## src/rtl/sdram_port_arbiter_pkg.sv

```systemverilog
// sdram_port_arbiter shared definitions.
// FSM encoding and sizing constants for the two-client port arbiter.
package sdram_port_arbiter_pkg;

    typedef enum logic [1:0] {
        IDLE  = 2'd0,
        SETUP = 2'd1,
        XFER  = 2'd2,
        DRAIN = 2'd3
    } state_t;

    localparam int DRAIN_CYCLES = 2;
    localparam int N_CLIENTS    = 2;
    localparam int CLIENT_W     = 1;

endpackage

```

## src/rtl/sdram_port_arbiter_rr_pick2.sv

```systemverilog
// Two-way round-robin picker.
// Lone requester wins; on a tie the client that did not go last wins.
module sdram_port_arbiter_rr_pick2
    import sdram_port_arbiter_pkg::*;
(
    input  logic [1:0]          elig,
    input  logic [CLIENT_W-1:0] rr_last,
    output logic [1:0]          sel,
    output logic                valid
);

    // one-hot selection from the eligible vector and last winner
    always_comb begin
        sel = 2'b00;
        unique case (elig)
            2'b01:   sel = 2'b01;
            2'b10:   sel = 2'b10;
            2'b11:   sel = rr_last[0] ? 2'b01 : 2'b10;
            default: sel = 2'b00;
        endcase
    end

    assign valid = |elig;

endmodule

```

## src/rtl/sdram_port_arbiter.sv

```systemverilog
// SDRAM FIFO port arbiter between two burst clients.
// One fixed-length burst per grant, round-robin, with a 2-cycle drain.
module sdram_port_arbiter
    import sdram_port_arbiter_pkg::*;
#(
    parameter int DATA_W    = 16,
    parameter int BURST_LEN = 128,
    parameter int CNT_W     = 8
)
(
    input  logic              iCLK,
    input  logic              iRST_n,
    input  logic [1:0]        iREQ,
    input  logic [1:0]        iREQ_WR,
    input  logic [DATA_W-1:0] iWDATA0,
    input  logic [DATA_W-1:0] iWDATA1,
    output logic [1:0]        oGNT,
    output logic [1:0]        oPULL,
    output logic [DATA_W-1:0] oRDATA,
    output logic [1:0]        oRVALID,
    output logic              oBUSY,
    output logic              oWR,
    output logic [DATA_W-1:0] oWRDATA,
    input  logic              iWR_ROOM,
    output logic              oRD,
    input  logic [DATA_W-1:0] iRDDATA,
    input  logic              iRD_READY
);

    state_t              state;
    state_t              state_nxt;
    logic [CNT_W-1:0]    cnt;
    logic [CLIENT_W-1:0] cli;
    logic [CLIENT_W-1:0] rr_last;
    logic                dir_wr;
    logic [1:0]          elig;
    logic [1:0]          pick;
    logic                pick_v;
    logic                last_xfer;
    logic                last_drain;
    logic                wr_now;
    logic                rd_d1;

    // a client is eligible only if its FIFO side can take a whole burst
    always_comb begin
        elig = 2'b00;
        for (int i = 0; i < N_CLIENTS; i++) begin
            elig[i] = iREQ[i] &
                      ((iREQ_WR[i] & iWR_ROOM) |
                       (~iREQ_WR[i] & iRD_READY));
        end
    end

    sdram_port_arbiter_rr_pick2 u_pick (
        .elig    (elig),
        .rr_last (rr_last),
        .sel     (pick),
        .valid   (pick_v)
    );

    assign last_xfer  = (cnt == CNT_W'(BURST_LEN - 1));
    assign last_drain = (cnt == CNT_W'(DRAIN_CYCLES - 1));
    assign wr_now     = (state == XFER) && dir_wr;

    // next-state and combinational outputs
    always_comb begin
        state_nxt = state;
        oPULL     = 2'b00;
        oBUSY     = (state != IDLE);
        unique case (state)
            IDLE:  if (pick_v) state_nxt = SETUP;
            SETUP: state_nxt = XFER;
            XFER:  if (last_xfer) state_nxt = DRAIN;
            DRAIN: if (last_drain) state_nxt = IDLE;
            default: state_nxt = IDLE;
        endcase
        if (wr_now) oPULL = oGNT;
    end

    // state register
    always_ff @(posedge iCLK or negedge iRST_n) begin
        if (!iRST_n) state <= IDLE;
        else         state <= state_nxt;
    end

    // grant context: latched at selection, released at drain exit
    always_ff @(posedge iCLK or negedge iRST_n) begin
        if (!iRST_n) begin
            oGNT    <= 2'b00;
            cli     <= '0;
            dir_wr  <= 1'b0;
            rr_last <= CLIENT_W'(1);
        end else if (state == IDLE && pick_v) begin
            oGNT   <= pick;
            cli    <= CLIENT_W'(pick[1]);
            dir_wr <= pick[1] ? iREQ_WR[1] : iREQ_WR[0];
        end else if (state == DRAIN && last_drain) begin
            oGNT    <= 2'b00;
            rr_last <= cli;
        end
    end

    // burst counter, reused to time the drain
    always_ff @(posedge iCLK or negedge iRST_n) begin
        if (!iRST_n) begin
            cnt <= '0;
        end else begin
            unique case (state)
                SETUP:   cnt <= '0;
                XFER:    cnt <= last_xfer ? '0 : cnt + CNT_W'(1);
                DRAIN:   cnt <= cnt + CNT_W'(1);
                default: cnt <= cnt;
            endcase
        end
    end

    // write path: word pulled this cycle is written next cycle
    always_ff @(posedge iCLK or negedge iRST_n) begin
        if (!iRST_n) begin
            oWR     <= 1'b0;
            oWRDATA <= '0;
        end else begin
            oWR     <= wr_now;
            oWRDATA <= wr_now ? (cli[0] ? iWDATA1 : iWDATA0) : '0;
        end
    end

    // read path: strobe covers XFER, data returns two cycles later
    always_ff @(posedge iCLK or negedge iRST_n) begin
        if (!iRST_n) begin
            oRD     <= 1'b0;
            rd_d1   <= 1'b0;
            oRVALID <= 2'b00;
            oRDATA  <= '0;
        end else begin
            oRD     <= (state_nxt == XFER) && !dir_wr;
            rd_d1   <= oRD;
            oRVALID <= rd_d1 ? oGNT : 2'b00;
            oRDATA  <= rd_d1 ? iRDDATA : '0;
        end
    end

endmodule

```

## config.mk

```make
export PLATFORM = sky130hd
export DESIGN_NAME = sdram_port_arbiter
export DESIGN_NICKNAME = d
export VERILOG_FILES = /design/src/rtl/sdram_port_arbiter_pkg.sv /design/src/rtl/sdram_port_arbiter_rr_pick2.sv /design/src/rtl/sdram_port_arbiter.sv
export SDC_FILE = /design/constraint.sdc
export NUM_CORES = 1
export LEC_CHECK = 0
export CAP_MARGIN = 10
export CORE_MARGIN = 2
export CORE_UTILIZATION = 40
export DETAILED_ROUTE_END_ITERATION = 10
export GPL_ROUTABILITY_DRIVEN = 0
export HOLD_SLACK_MARGIN = 0.05
export PLACE_DENSITY = 0.78
export SYNTH_ARGS = -nofsm -noshare
export SYNTH_HDL_FRONTEND = slang
export SYNTH_HIERARCHICAL = 1
export SYNTH_SLANG_ARGS = --single-unit
```

## constraint.sdc

```tcl
create_clock -name iCLK -period 1.95 [get_ports iCLK]
set_input_delay 0.39 -clock iCLK [delete_from_list [all_inputs] [get_ports iCLK]]
set_output_delay 0.39 -clock iCLK [all_outputs]
set_load 0.05 [all_outputs]
```

After elaboration in Yosys (flattened, before gate mapping)

Cells that the tools add are included.

Add/sub/neg operators: 1
Equality and inequality tests: 9
Mux-type cells: 16
Bitwise logic cells: 11
Reductions and logical operators: 11

Operators by type and width:

| kind                                                                  | number |
|---|---|
| 16-bit 2-to-1 mux                                                     | 3 |
| 8-bit case mux with 3 select lines                                    | 1 |
| 2-bit 2-to-1 mux                                                      | 8 |
| 2-bit equality test, second input constant                            | 5 |
| 8-bit by 1-bit adder with 8-bit output, second input constant         | 1 |
| 8-bit by 1-bit equality test with 1-bit output, second input constant | 1 |
| 8-bit by 7-bit equality test with 1-bit output, second input constant | 1 |
| 8-bit 2-to-1 mux                                                      | 1 |
| 2-bit case mux with 4 select lines                                    | 1 |
| 1-bit AND                                                             | 6 |
| 2-bit case mux with 3 select lines                                    | 1 |
| 2-bit by 1-bit equality test with 1-bit output, second input constant | 2 |
| 1-bit logical AND                                                     | 4 |
| 2-bit nonzero test                                                    | 2 |
| 1-bit NOT                                                             | 3 |
| 3-bit nonzero test                                                    | 1 |
| 2-bit zero test                                                       | 1 |
| 1-bit OR                                                              | 2 |
| 2-bit AND reduction                                                   | 1 |
| 2-bit OR reduction                                                    | 1 |
| 1-bit zero test                                                       | 1 |
| 1-bit 2-to-1 mux                                                      | 1 |

Register bits after elaboration: 52
Bits of input ports: 56
Output and inout port bits: 41
Word-level logic and storage cells: 60

Longest topological paths before layout

Gate-level depths: netlist (run 1).

Depth in word-level cells: 9
Mapped depth: 6
Depth with buffers taken out: 6

By module

The synthesis (run 1) kept the hierarchy.

Modules (own cells, without submodules):

| module                      | times used | cells each | area each (um^2) | seq. area each (um^2) |
|---|---|---|---|---|
| sdram_port_arbiter          | 1          | 177        | 2102.0           | 1302.5 |
| sdram_port_arbiter_rr_pick2 | 1          | 4          | 25.0             | 0.0 |

Worst setup path before layout (run 1)

OpenSTA, ideal clock, no wires.

Path kind: register to register
Start point: register cnt[1]
End point: register rr_last
Library setup time: 0.082 ns
Arrival: 1.715 ns
Data required time: 1.868 ns
Path slack: 0.152 ns
Cell stages (with the launch flop): 7
Buffers on the path: 0
Period minus slack after synthesis: 1.798 ns
Cell sequence: dfrtp_1 inv_1 ha_1 or4b_1 nor4_2 and3_4 mux2_4

Word-level cells in the longest chain between the ends: 3

Ends and longest elaborated chain:

| item                                           | RTL line                  | source |
|---|---|---|
| start: declaration                             | sdram_port_arbiter.sv:32  | `logic [CNT_W-1:0] cnt;` |
| start signal: assignment                       | sdram_port_arbiter.sv:110 | `XFER: cnt <= last_xfer ? '0 : cnt + CNT_W'(1);` |
| start signal: assignment                       | sdram_port_arbiter.sv:111 | `DRAIN: cnt <= cnt + CNT_W'(1);` |
| start signal: assignment                       | sdram_port_arbiter.sv:112 | `default: cnt <= cnt;` |
| 8-bit by 1-bit equality test with 1-bit output | sdram_port_arbiter.sv:62  | `assign last_drain = (cnt == CNT_W'(DRAIN_CYCLES - 1));` |
| 1-bit logical AND                              | sdram_port_arbiter.sv:97  | `end else if (state == DRAIN && last_drain) begin` |
| 2-bit AND reduction (no source line)           | --                        |  |
| end signal: assignment                         | sdram_port_arbiter.sv:99  | `rr_last <= cli;` |
| end: declaration                               | sdram_port_arbiter.sv:34  | `logic [CLIENT_W-1:0] rr_last;` |

Every way passes these cells.
A chain may end at the register's enable or synchronous reset.

Worst setup path in the final report (run 1)

Same ends and word-level chain as after synthesis.

==> Flow_metrics.wiki, run 1 <==
{| class="wikitable"
! Metric !! Value
|-
| Status || finished clean
|-
| Cell area power density || 624.8 nW/µm²
|-
| Count of H-tree levels built during CTS || 2
|-
| Width of the die || 76.92 µm
|-
| Area of the die || 5917 µm²
|-
| Sequential share of the synthesized area || 0.6124
|-
| Quantity of gates resized following cts || 0
|-
| Post-detailed-placement cell area || 3221 µm²
|-
| Max-cap violation count || 0
|-
| Leakage || 1.398 nW
|-
| Setup-violating endpoint count in the final report || 0
|-
| Fraction of registers with async set or reset after synthesis || 1.000
|-
| First-pass GRT wire length || 7.797 mm
|-
| Combinational share of power || 0.128
|-
| Number of placed instances, taps included || 349
|-
| Synth-to-Final Area Change || 56.88%
|-
| Worst Path Max Fanout || 4
|-
| Worst reg-to-reg setup slack || 70 ps
|-
| RR Endpoint || rr_last
|-
| WS Path Type || reg2reg
|-
| Finished layout cell area || 3337 µm²
|-
| Post-Route Utilization || 0.6534
|-
| CTS buffer count || 5
|-
| Setup crit start kind || flop
|-
| Post-DR wirelength/cell || 13.23 µm
|-
| Synth Register Bits || 52
|-
| Post-Synthesis Cell Area || 2127 µm²
|-
| Required arrival time at the worst endpoint || 2190 ps
|-
| Unrepaired setup endpoints after global routing || no
|-
| I/O pins || 97
|-
| First-pass detailed-route iteration total || 4
|-
| Max Clock Skew || 8.962 ps
|-
| Count of warnings emitted by yosys || 6
|-
| CTS Root Cell || sky130_fd_sc_hd__clkbuf_8
|-
| Detail Placement HPWL || 3.602 mm
|-
| Startpoint of the worst-slack reg-to-reg timing path || cnt[1]
|-
| Commonest register cell after synthesis || sky130_fd_sc_hd__dfrtp_1
|-
| Synthesized instance count || 181
|-
| Sw Share || 0.2215
|-
| # rows || 26
|-
| FF+latch area || 1303 µm²
|-
| Endpoint kind of the worst setup timing path || flop
|-
| Post-Synthesis Net Count || 239
|-
| Total chip power || 2.085 mW
|-
| Max IR drop VDD || 0.3659 mV
|-
| Count of different cell masters after synthesis || 34
|-
| Clock tree from TritonCTS || yes
|-
| Min-Delay Path Class || in2async
|-
| Share of power burned in the clock network || 0.346
|-
| Port bufs || 96
|-
| Number of nets in the layout || 344
|-
| P_sw || 0.4619 mW
|-
| Antenna diodes || 0
|-
| Latest clock arrival within the worst-skew pair || 300 ps
|-
| Placeable core area || 5107 µm²
|-
| Minimum clock period after layout || 1883 ps
|-
| Die span in y || 76.92 µm
|-
| Measured slew at the worst slew-check pin || 520.6 ps
|-
| Per-cell via count in the routed design || 4.723
|-
| Remaining routing DRC violations || 0
|-
| Share of the clock period used by the worst path || 0.9659
|-
| Number of antenna violations at the first check in global routing || 0
|-
| Number of enable flip-flop cells after synthesis || 0
|-
| Post-CTS setup buffers || 0
|-
| Signal arrival time at the worst endpoint || 2120 ps
|-
| Final hold slack || 45.03 ps
|-
| R2r worst-path depth || 6
|-
| Initial core utilization || 0.4165
|-
| Fill cell total of the finished layout || 416
|-
| Maximum number of pins on one net before global-route repair || 32
|-
| DRT antenna net count || 0
|-
| Clock edge transition at the registers on the reported setup and hold paths || 90 ps
|-
| Number of standard cells in the layout, taps in and fillers out || 357
|-
| Design internal power || 1.623 mW
|-
| Area occupied by multi-input gates || 767.0 µm²
|-
| Via count of the first global-routing pass || 1,556
|-
| Part of the total power dissipated in sequential elements || 0.527
|-
| Number of max-slew violations in the final report || 0
|-
| Syn Area/Cell || 11.75 µm²
|-
| Detailed Route WL || 4.724 mm
|-
| First-iteration detailed-routing DRC count || 69
|-
| Clock tree buffer depth || 2
|-
| Share of cells above drive strength 1 || 0.09408
|-
| Vias post-DR || 1,686
|-
| GRT overflow || 0
|-
| Clock Sinks || 52
|-
| Highest clock rate || 530.9 MHz
|-
| Slew headroom || 0.6518
|-
| Total of hold buffers inserted after clock tree synthesis || 0
|-
| Number of hold violations in the final report || 0
|-
| Global-route usage over all layers || 0.1668
|}
## sequential cells by signal, indices dropped and copies added, names as in the netlist
register,cells
oWR,1
oGNT,2
cli,1
oRD,1
state,2
cnt,8
oRVALID,2
oWRDATA,16
rd_d1,1
dir_wr,1
rr_last,1
oRDATA,16
## through the flow
| step | setup TNS [ps] | setup WS, ps |
|---|---|---|
| 5_1_grt | 0 | 2.467 |
| 3_5_place_dp | -11.17 | -11.17 |
| 4_1_cts | 0 | 53.68 |
| 6_report | 0 | 66.54 |
| 3_3_place_gp | 0 | 64.77 |
| 2_1_floorplan | 0 | 152.2 |
## placed cells by master, fill, tap and decap left out, types with 2 or more instances in the layout
master and instances:
sky130_fd_sc_hd__clkdlybuf4s50_1 90, sky130_fd_sc_hd__dfrtp_1 51, sky130_fd_sc_hd__nor2_1 22, sky130_fd_sc_hd__and2_1 20, sky130_fd_sc_hd__mux2i_1 19, sky130_fd_sc_hd__o21ai_0 12, sky130_fd_sc_hd__nand2_1 10, sky130_fd_sc_hd__buf_4 8
sky130_fd_sc_hd__inv_1 7, sky130_fd_sc_hd__nand3_1 6, sky130_fd_sc_hd__clkbuf_8 5, sky130_fd_sc_hd__buf_12 4, sky130_fd_sc_hd__nor2b_1 3, sky130_fd_sc_hd__o31ai_1 2, sky130_fd_sc_hd__or3_1 2, sky130_fd_sc_hd__a21oi_1 2
sky130_fd_sc_hd__ha_1 2, sky130_fd_sc_hd__a21boi_1 2
## per-layer routing
layer	part of all wire	routed length [µm]	GRT usage
met1	0.45	2122	0.2260
met2	0.48	2266	0.2623
met3	0.054	256	0.03529
met4	0.017	78	0.06545
met5	0	0	0
## area by class of cell
cell class / count / share of cell area
clock inverter: 2 / 0.01050
sequential: 52 / 0.3903
clock buffer: 6 / 0.02175
multi-input combinational: 117 / 0.2298
inverter: 7 / 0.007874
timing repair buffer: 103 / 0.3135
tap: 70 / 0.02625
## power groups by stage
stage / logic [mW] / registers (mW) / clock network [mW]
2_1_floorplan: 0.0336 / 1.18 / 0
3_3_place_gp: 0.265 / 1.12 / 0
3_5_place_dp: 0.270 / 1.12 / 0
4_1_cts: 0.271 / 1.10 / 0.741
5_1_grt: 0.286 / 1.10 / 0.794
6_report: 0.266 / 1.10 / 0.721
## synth_stat cells (2+ instances only)
cell / count / share of area
sky130_fd_sc_hd__mux2i_1: 19 / 0.089
sky130_fd_sc_hd__or3_1: 2 / 0.0059
sky130_fd_sc_hd__nor2_1: 22 / 0.039
sky130_fd_sc_hd__dfrtp_1: 51 / 0.60
sky130_fd_sc_hd__o21ai_0: 12 / 0.028
sky130_fd_sc_hd__a21oi_1: 2 / 0.0047
sky130_fd_sc_hd__clkbuf_1: 2 / 0.0035
sky130_fd_sc_hd__ha_1: 2 / 0.012
sky130_fd_sc_hd__nand3_1: 6 / 0.014
sky130_fd_sc_hd__a21boi_1: 2 / 0.0071
sky130_fd_sc_hd__inv_1: 7 / 0.012
sky130_fd_sc_hd__nand2_1: 10 / 0.018
sky130_fd_sc_hd__and2_1: 20 / 0.059
sky130_fd_sc_hd__o31ai_1: 2 / 0.0071
sky130_fd_sc_hd__nor2b_1: 3 / 0.0088
## critical path: stages (launching register included)
cell	delay [ps]
sky130_fd_sc_hd__dfrtp_1	380
sky130_fd_sc_hd__inv_1	70
sky130_fd_sc_hd__ha_1	140
sky130_fd_sc_hd__or4b_1	490
sky130_fd_sc_hd__nor4_4	190
sky130_fd_sc_hd__and3_4	250
sky130_fd_sc_hd__mux2_4	290
## worst max-delay path by stage
stage / start / endpoint / slack, ps
floorplan: cnt[1] / rr_last / 150
global placement: iREQ_WR[0] / state[0] / 60
detailed placement: iREQ_WR[0] / state[0] / -10
CTS: cnt[1] / rr_last / 50
global route: cnt[1] / rr_last / 2
finish: cnt[1] / rr_last / 70
## cell families after synthesis
| group | count (synthesis) | share of synthesized area |
|---|---|---|
| simple gates | 71 | 0.1777 |
| compound gates | 23 | 0.06647 |
| xor+xnor | 1 | 0.004118 |
| flops | 52 | 0.6124 |
| buf+inv | 12 | 0.03118 |
| fa+ha+maj | 2 | 0.01176 |
| mux | 20 | 0.09647 |
Power figures use the tool's default switching activity.
==> run 2, diff against run 1 <==
Settings changed: CELL_PAD_IN_SITES_DETAIL_PLACEMENT set to 1, CELL_PAD_IN_SITES_GLOBAL_PLACEMENT set to 1, CORE_UTILIZATION 40 to 31, PLACE_DENSITY 0.78 to not set, PLACE_DENSITY_LB_ADDON set to 0.1.
==> Flow_metrics.wiki, run 2 (same netlist as run 1, synthesis figures left out) <==
{| class="wikitable"
! Metric !! Value
|-
| Width of the die || 86.84 µm
|-
| Slew headroom || 0.6458
|-
| Kind of cell adding the most delay to the critical path || simple AND/OR/NAND/NOR gates
|-
| CTS buffer count || 5
|-
| Detailed Route WL || 5.273 mm
|-
| Latest clock arrival within the worst-skew pair || 300 ps
|-
| Per-cell via count in the routed design || 4.606
|-
| Critical path's slowest cell || sky130_fd_sc_hd__or4b_1
|-
| Area occupied by multi-input gates || 767.0 µm²
|-
| Max-cap violation count || 0
|-
| Min-Delay Path Class || in2async
|-
| Setup crit start kind || flop
|-
| Number of nets in the layout || 345
|-
| Post-detailed-placement cell area || 3226 µm²
|-
| Sw Share || 0.2365
|-
| Minimum clock period after layout || 1860 ps
|-
| Commonest cells after routing, fill and taps aside || 89 x sky130_fd_sc_hd__clkdlybuf4s50_1, 51 x sky130_fd_sc_hd__dfrtp_1, 22 x sky130_fd_sc_hd__nor2_1
|-
| Leakage || 1.390 nW
|-
| Design internal power || 1.531 mW
|-
| Required arrival time at the worst endpoint || 2180 ps
|-
| Final hold slack || 54.68 ps
|-
| First-iteration detailed-routing DRC count || 36
|-
| DRT antenna net count || 0
|-
| Fill cell total of the finished layout || 734
|-
| Share of the clock period used by the worst path || 0.9540
|-
| Measured slew at the worst slew-check pin || 529.6 ps
|-
| Post-Route Setup TNS || 0 ps
|-
| Remaining routing DRC violations || 0
|-
| Number of hold violations in the final report || 0
|-
| Count of H-tree levels built during CTS || 2
|-
| Clock tree buffer depth || 2
|-
| Initial core utilization || 0.3166
|-
| Highest clock rate || 537.5 MHz
|-
| Ordered cell list for the critical path || inv_1, ha_1, or4b_1, nor4_4, and3_4, mux2_4
|-
| Share of power burned in the clock network || 0.319
|-
| P_sw || 0.4742 mW
|-
| Number of antenna violations at the first check in global routing || 0
|-
| CTS Root Cell || sky130_fd_sc_hd__clkbuf_8
|-
| First-pass GRT wire length || 8.694 mm
|-
| Crit path buf inv count || 1
|-
| Setup slack after layout || 89.67 ps
|-
| Combinational share of power || 0.133
|-
| Signal arrival time at the worst endpoint || 2100 ps
|-
| Port bufs || 96
|-
| Total of hold buffers inserted after clock tree synthesis || 0
|-
| Registers with the highest flip-flop counts || oRDATA (16), oWRDATA (16), cnt (8)
|-
| Die span in y || 86.84 µm
|-
| Setup-violating endpoint count in the final report || 0
|-
| Detail Placement HPWL || 3.928 mm
|-
| # rows || 30
|-
| Max Clock Skew || 4.403 ps
|-
| First-pass detailed-route iteration total || 4
|-
| Via count of the first global-routing pass || 1,783
|-
| Share of cells above drive strength 1 || 0.1042
|-
| Synth-to-Final Area Change || 56.47%
|-
| Peak per-stage delay on the critical path || 480 ps
|-
| Area of the die || 7540 µm²
|-
| Maximum number of pins on one net before global-route repair || 53
|-
| Number of max-slew violations in the final report || 0
|-
| Endpoint kind of the worst setup timing path || flop
|-
| Clock Sinks || 52
|-
| Post-DR wirelength/cell || 14.33 µm
|-
| Placement-stage worst setup slack || 1.187 ps
|-
| Status || finished clean
|-
| FF+latch area || 1303 µm²
|-
| Vias post-DR || 1,695
|-
| GRT overflow || 0
|-
| Cell area power density || 602.6 nW/µm²
|-
| Max IR drop VDD || 0.3068 mV
|-
| Placeable core area || 6719 µm²
|-
| I/O pins || 97
|-
| Worst Path Max Fanout || 4
|-
| Global-route usage over all layers || 0.1472
|-
| Part of the total power dissipated in sequential elements || 0.547
|-
| WS Path Type || reg2reg
|-
| Clock edge transition at the registers on the reported setup and hold paths || 90 ps
|-
| Clock tree from TritonCTS || yes
|-
| Finished layout cell area || 3328 µm²
|-
| Antenna diodes || 0
|-
| Most frequent standard cell in the layout excluding fill and tap cells || sky130_fd_sc_hd__clkdlybuf4s50_1
|}
run 2: changes by cell type in the layout (fill, tap and decap cells not counted), sizes merged:
cell	before	now
buf	13	15
bufinv	1	0
clkbuf	6	7
clkdlybuf4s50	90	89
clkinv	1	0
clkinvlp	0	1
run 2: cell type report:
class                           count  share of cell area
Clock buffer                        7             0.02594
Sequential cell                    52              0.3914
Inverter                            7            0.007895
Clock inverter                      1            0.002256
Multi-Input combinational cell    117              0.2305
Tap cell                           80             0.03008
Timing Repair Buffer              104              0.3120
run 2: path summary, 6_finish.rpt:
path	startpoint	end	slack [ps]	cells past startpoint
max	cnt[1]	rr_last	90	6
min	iRST_n	oRDATA[7]	50	2
max reg2reg	cnt[1]	rr_last	90	6
min reg2reg	oRD	rd_d1	410	0
max in group asynchronous	iRST_n	rr_last	1590	2
min in group iCLK	oRD	rd_d1	410	0
run 2: layer usage:
layer	up-vias	routed length, µm	global-route usage
met3	5	330	0.03524
met5	-	0	0
met2	60	2378	0.2408
met1	814	2501	0.1960
met4	0	63	0.03835
li1	816	-	-
run 2: timing repair:
action / CTS / global route
resized for setup: 0 / 2
buffers inserted: 0 / 0
endpoints found under the setup margin: 0 / 3
run 2: metrics by stage:
| stage | utilization | power [mW] | instances |
|---|---|---|---|
| detailed placement | 0.4801 | 1.391 | 360 |
| finish | 0.4953 | 2.006 | 368 |
| CTS | 0.4940 | 2.036 | 368 |
| global route | 0.4953 | 2.093 | 368 |
| floorplan | - | 1.215 | 181 |
| global placement | 0.4801 | 1.388 | 360 |
run 2: power groups by stage:
stage          Sequential [mW]  Combinational (mW)  Clock, mW
2_1_floorplan             1.18              0.0336          0
3_3_place_gp              1.12               0.269          0
3_5_place_dp              1.12               0.271          0
4_1_cts                   1.10               0.272      0.666
5_1_grt                   1.10               0.287      0.706
6_report                  1.10               0.267      0.641
